**src/rtl/branch_ctrl_pkg.sv**
```systemverilog
// Shared types and encodings for the branch_ctrl multicycle control slice.
package branch_ctrl_pkg;

  typedef enum logic [2:0] {
    RST     = 3'd0,
    FETCH   = 3'd1,
    DECODE  = 3'd2,
    BRANCH  = 3'd3,
    JUMP    = 3'd4,
    HANDOFF = 3'd5
  } state_t;

  localparam logic [5:0] OP_BEQ = 6'h04;
  localparam logic [5:0] OP_BNE = 6'h05;
  localparam logic [5:0] OP_J   = 6'h02;

  localparam logic [1:0] PCSRC_ALU    = 2'b00;
  localparam logic [1:0] PCSRC_ALUOUT = 2'b01;
  localparam logic [1:0] PCSRC_JUMP   = 2'b10;

  localparam logic [1:0] ALUOP_ADD = 2'b00;
  localparam logic [1:0] ALUOP_SUB = 2'b01;

  localparam logic [1:0] SRCB_RT   = 2'b00;
  localparam logic [1:0] SRCB_FOUR = 2'b01;
  localparam logic [1:0] SRCB_IMM  = 2'b11;

  // True when the opcode is resolved locally as a conditional branch.
  function automatic logic is_branch_op(input logic [5:0] op, input logic bne_en);
    return (op == OP_BEQ) || (bne_en && (op == OP_BNE));
  endfunction

endpackage

```
**src/rtl/branch_ctrl_fetch_wait.sv**
```systemverilog
// fetch_wait_counter: 4-bit load/decrement counter that paces instruction fetch.
module fetch_wait_counter (
  input  logic       clk,
  input  logic       rst_n,
  input  logic       load,
  input  logic       dec,
  input  logic [3:0] load_val,
  output logic       zero
);

  logic [3:0] cnt_r;

  // Load takes priority; decrement stops at zero.
  always_ff @(posedge clk or negedge rst_n) begin
    if (!rst_n) begin
      cnt_r <= 4'd0;
    end else if (load) begin
      cnt_r <= load_val;
    end else if (dec && (cnt_r != 4'd0)) begin
      cnt_r <= cnt_r - 4'd1;
    end else begin
      cnt_r <= cnt_r;
    end
  end

  assign zero = (cnt_r == 4'd0);

endmodule

```
**src/rtl/branch_ctrl.sv**
```systemverilog
// branch_ctrl: Moore control FSM for fetch/decode/BEQ/J with handoff of other opcodes.
// Optional BNE support is enabled by defining BRANCH_CTRL_BNE_EN.
module branch_ctrl
  import branch_ctrl_pkg::*;
#(
  parameter int unsigned MEM_WAIT = 2,
  parameter int unsigned CNT_W    = 16
) (
  input  logic             clk,
  input  logic             reset_n,
  input  logic [5:0]       opcode,
  input  logic             exec_done,
  output logic             pc_write,
  output logic             pc_write_cond,
  output logic             invert_zero,
  output logic [1:0]       pc_source,
  output logic             ir_write,
  output logic             mem_read,
  output logic             alu_src_a,
  output logic [1:0]       alu_src_b,
  output logic [1:0]       alu_op,
  output logic             exec_req,
  output logic [CNT_W-1:0] instr_count
);

  localparam logic [3:0] WAIT_INIT = 4'(MEM_WAIT);

  state_t           state_r;
  state_t           next_state_s;
  logic             wait_zero_s;
  logic             wait_load_s;
  logic             retire_s;
  logic             bne_s;
  logic [CNT_W-1:0] count_r;

`ifdef BRANCH_CTRL_BNE_EN
  localparam logic BNE_EN = 1'b1;
  logic bne_r;

  // Remember which branch flavour was decoded so BRANCH can drive invert_zero.
  always_ff @(posedge clk or negedge reset_n) begin
    if (!reset_n) begin
      bne_r <= 1'b0;
    end else if (state_r == DECODE) begin
      bne_r <= (opcode == OP_BNE);
    end else begin
      bne_r <= bne_r;
    end
  end

  assign bne_s = bne_r;
`else
  localparam logic BNE_EN = 1'b0;
  assign bne_s = 1'b0;
`endif

  assign wait_load_s = (next_state_s == FETCH) && (state_r != FETCH);
  assign retire_s    = (state_r == BRANCH) || (state_r == JUMP) ||
                       ((state_r == HANDOFF) && exec_done);

  fetch_wait_counter u_fetch_wait (
    .clk      (clk),
    .rst_n    (reset_n),
    .load     (wait_load_s),
    .dec      (state_r == FETCH),
    .load_val (WAIT_INIT),
    .zero     (wait_zero_s)
  );

  // State register.
  always_ff @(posedge clk or negedge reset_n) begin
    if (!reset_n) begin
      state_r <= RST;
    end else begin
      state_r <= next_state_s;
    end
  end

  // Retired-instruction counter, wraps freely.
  always_ff @(posedge clk or negedge reset_n) begin
    if (!reset_n) begin
      count_r <= {CNT_W{1'b0}};
    end else if (retire_s) begin
      count_r <= count_r + CNT_W'(1);
    end else begin
      count_r <= count_r;
    end
  end

  assign instr_count = count_r;

  // Next-state decode; the taken path is latched in the state at DECODE exit.
  always_comb begin
    next_state_s = state_r;
    case (state_r)
      RST:     next_state_s = FETCH;
      FETCH:   next_state_s = wait_zero_s ? DECODE : FETCH;
      DECODE: begin
        if (is_branch_op(opcode, BNE_EN)) begin
          next_state_s = BRANCH;
        end else if (opcode == OP_J) begin
          next_state_s = JUMP;
        end else begin
          next_state_s = HANDOFF;
        end
      end
      BRANCH:  next_state_s = FETCH;
      JUMP:    next_state_s = FETCH;
      HANDOFF: next_state_s = exec_done ? FETCH : HANDOFF;
      default: next_state_s = RST;
    endcase
  end

  // Moore output decode from registered state only.
  always_comb begin
    pc_write      = 1'b0;
    pc_write_cond = 1'b0;
    invert_zero   = 1'b0;
    pc_source     = PCSRC_ALU;
    ir_write      = 1'b0;
    mem_read      = 1'b0;
    alu_src_a     = 1'b0;
    alu_src_b     = SRCB_RT;
    alu_op        = ALUOP_ADD;
    exec_req      = 1'b0;
    case (state_r)
      FETCH: begin
        mem_read  = 1'b1;
        alu_src_b = SRCB_FOUR;
        alu_op    = ALUOP_ADD;
        if (wait_zero_s) begin
          ir_write  = 1'b1;
          pc_write  = 1'b1;
          pc_source = PCSRC_ALU;
        end else begin
          ir_write  = 1'b0;
          pc_write  = 1'b0;
        end
      end
      DECODE: begin
        alu_src_b = SRCB_IMM;
        alu_op    = ALUOP_ADD;
      end
      BRANCH: begin
        alu_src_a     = 1'b1;
        alu_src_b     = SRCB_RT;
        alu_op        = ALUOP_SUB;
        pc_write_cond = 1'b1;
        pc_source     = PCSRC_ALUOUT;
        invert_zero   = bne_s;
      end
      JUMP: begin
        pc_write  = 1'b1;
        pc_source = PCSRC_JUMP;
      end
      HANDOFF: exec_req = 1'b1;
      default: ;
    endcase
  end

endmodule

```
**config.mk**
```make
export PLATFORM = sky130hd
export DESIGN_NAME = branch_ctrl
export DESIGN_NICKNAME = d
export VERILOG_FILES = /design/src/rtl/branch_ctrl_pkg.sv /design/src/rtl/branch_ctrl_fetch_wait.sv /design/src/rtl/branch_ctrl.sv
export SDC_FILE = /design/constraint.sdc
export NUM_CORES = 1
export LEC_CHECK = 0
export CORE_UTILIZATION = 52
export CTS_BUF_LIST = sky130_fd_sc_hd__clkbuf_2
export DETAILED_ROUTE_END_ITERATION = 8
export GPL_ROUTABILITY_DRIVEN = 0
export GPL_TIMING_DRIVEN = 0
export PLACE_DENSITY_LB_ADDON = 0.15
export SETUP_SLACK_MARGIN = 0.3
export SLEW_MARGIN = 10
export SYNTH_ARGS = -nofsm -noshare
export SYNTH_HDL_FRONTEND = slang
export SYNTH_SLANG_ARGS = --single-unit
```
**constraint.sdc**
```tcl
create_clock -name clk -period 4.6 [get_ports clk]
set_input_delay 1.38 -clock clk [delete_from_list [all_inputs] [get_ports clk]]
set_output_delay 1.38 -clock clk [all_outputs]
set_load 0.05 [all_outputs]
```
==> flow_metrics.py, run 1 <==
metrics = {
    "outcome": {
        "status": "complete, no violations",
    },
    "global_route": {
        "antenna_found_initial": 0,
        "grt_usage_pct": 21.5,
        "grt_overflow": 0,
        "grt_max_degree": 24,
        "grt_pass1_vias": 986,
        "grt_pass1_wl_um": 4110,
    },
    "pwr": {
        "pwr_density_cell_nw_per_um2": 613,
        "irDropWorstVdd_v": 0.000521,
        "leakage_nw": 0.738,
    },
    "drt": {
        "ant_nets": 0,
        "drt-total-wl_um": 2420,
        "vias_per_cell": 5.41,
        "drc": 0,
        "first_pass_iters": 4,
        "num_vias": 1039,
        "drtIter0Drc": 9,
        "wl_per_cell_um": 12.6,
    },
    "critical_path": {
        "r2r_start": "u_fetch_wait.cnt_r[0]",
        "reg2reg_depth": 5,
        "required_ns": 3.22,
        "critPathKind": "register to primary output",
        "rrSetupSlack_ns": 2.79,
        "cp-start-kind": "register",
        "endpoint_kind": "primary output",
        "arrival_ns": 2.77,
        "reg2reg_to": "state_r[0]",
        "crit_fanout": 4,
    },
    "worst_hold_path": {
        "min_path_type": "register to register",
        "hold_start": "instr_count[15]",
        "hold-path-endpoint": "instr_count[15]",
        "hold_depth": 1,
    },
    "synthesis": {
        "ys_types": 33,
        "synth_area_um2": 1240,
        "synth_ff_type": "dfrtp_1",
        "synthArstFlopShare_pct": 100,
        "synth_top_area_share_pct": 46.4,
        "ys_top_cells_by_count": "dfrtp_1 (23), xnor2_1 (14), nand4_1 (11), nand2_1 (10), nor2_1 (8)",
        "netlist_top_cells_area": "dfrtp_1 (46%), xnor2_1 (9.9%), nand4_1 (5.5%)",
        "ys_ff_latch": 23,
        "synth-edff-count": 0,
        "yosys_warnings": 0,
        "yosysMostFrequentCell": "dfrtp_1",
        "yosys.area.top_type": "dfrtp_1",
        "avgSynthCellArea_um2": 10.0,
        "netlist_instances": 124,
        "seq_area_frac_synth_pct": 46.4,
    },
    "finish": {
        "drive_gt1_share_pct": 10.4,
        "fin_cells": 192,
        "antennaDiodeCount": 0,
        "syn_to_final_growth_pct": 33.0,
        "nFillCells": 162,
        "nets": 177,
    },
    "clock_tree": {
        "ctsResizeCount": 0,
        "cts_max_level": 1,
        "cts.path.max_buffers": 2,
        "clock_latency_ns": 0.32,
        "ctsRootBufferMaster": "clkbuf_2",
        "cts_setup_buffers": 0,
        "clk_pin_slew_ns": 0.20,
        "clock-sinks": 23,
        "ctsHoldBuffers": 0,
        "cts_buffers": 3,
        "tritoncts": "yes",
    },
    "timing": {
        "fmaxAchievable_mhz": 241,
        "hold_viol": 0,
        "tns_ns": 0,
        "slew_headroom_pct": 33.2,
        "tightestPinTransition_ns": 0.999,
        "period_share_pct": 90.3,
        "skew_ns": 0.0121,
        "setup_viol": 0,
        "finalMaxSlewViolations": 0,
        "finalWorstPathRequiredPeriod_ns": 4.15,
        "rsz0062_at_grt": "false",
    },
    "placed_design": {
        "io_buffers": 35,
        "dp_hpwl_um": 1850,
        "place_inst": 188,
    },
    "run": {
        "drv_cap": 0,
    },
    "die": {
        "core_area_um2": 2230,
        "ioPinCount": 38,
        "initial_core_util_pct": 55.6,
        "die_width_um": 50.9,
        "die_area_um2": 2590,
        "fp.dieH_um": 50.9,
        "num_rows": 17,
    },
}
[kinds of logic (layout without fill, tap and decap cells)]
logic type,count (synthesis),in the layout,share of synthesized area (%)
AOI/OAI and AO/OA,11,11,5.65
other,1,2,0.302
DFF,23,23,46.4
buffers and inverters,12,51,5.64
and+or+nand+nor,56,56,26.3
adders and majority gates,3,3,3.02
xor gates and xnor gates,18,18,12.7
[state kept, by name, summed over array words and instances, names as in the netlist]
| name | cells |
|---|---|
| instr_count | 16 |
| state_r | 3 |
| u_fetch_wait.cnt_r | 4 |
[where the power goes]
part           switching (mW)  leakage, nW  total, mW  internal, mW
Clock                  0.0579       0.0166     0.0809        0.0230
Sequential             0.0555        0.304      0.304         0.249
Combinational           0.388        0.417      0.626         0.238
Total                   0.502        0.738       1.01         0.510
[through the flow]
step	utilization, %	area, µm²	hold WS (ns)	power (mW)	worst slack, ns
final	73.9	1650	0.492	1.01	0.445
after CTS	73.9	1650	0.502	1.02	0.436
after detailed placement	73.0	1630	0.476	0.936	0.841
after floorplan	-	1240	0.483	0.762	0.881
after global placement	73.0	1630	0.462	0.924	0.860
after global routing	73.9	1650	0.528	1.08	0.321
[critical path, stage by stage (launching register included)]
cell	delay (ns)
dfrtp_1	0.43
inv_1	0.12
ha_1	0.15
or3b_4	0.39
or4_4	0.45
o21ai_0	0.10
clkdlybuf4s50_1	0.83
[layout by cell type (no fill, tap or decap), drive strengths merged, types with 4 or more instances in the layout]
master / netlist / final
xor2: 4 / 4
nand3: 6 / 6
nand2: 10 / 10
nand4: 11 / 11
nor2: 8 / 8
xnor2: 14 / 14
clkdlybuf4s50: 0 / 35
dfrtp: 23 / 23
clkbuf: 0 / 4
inv: 4 / 4
buf: 8 / 8
[layer usage]
metal  vias to the layer above  GRT usage [%]  part of all wire [%]
met4                         0           7.87                   1.1
met1                       495           24.9                    43
met2                        37           39.3                    51
li1                        503              -                     -
met3                         4           3.87                   5.0
met5                         -              0                     0
[area by class of cell]
cell class	instances	area [µm²]	area share, %
Buffer	8	55.1	3.34
Clock buffer	4	20.0	1.21
Inverter	4	15.0	0.910
Multi-Input combinational cell	90	599	36.3
Sequential cell	23	576	34.9
Tap cell	28	35.0	2.12
Timing Repair Buffer	35	350	21.2
[how the worst max path moves through the flow]
stage | from | end | cells past startpoint
finish | u_fetch_wait.cnt_r[0] | pc_write | 6
global route | u_fetch_wait.cnt_r[0] | pc_write | 6
CTS | u_fetch_wait.cnt_r[0] | pc_write | 6
detailed placement | u_fetch_wait.cnt_r[0] | pc_write | 6
global placement | u_fetch_wait.cnt_r[0] | pc_write | 6
floorplan | state_r[2] | alu_src_b[0] | 3
No activity file was read; power rests on OpenSTA's default activity.
==> run 2: changes to the inputs <==
CTS_CLUSTER_DIAMETER = 60   (was unset)
TNS_END_PERCENT = 30   (was unset)
==> results of run 2 <==
No change in the layout: final DEF, timing and power equal those of run 1.
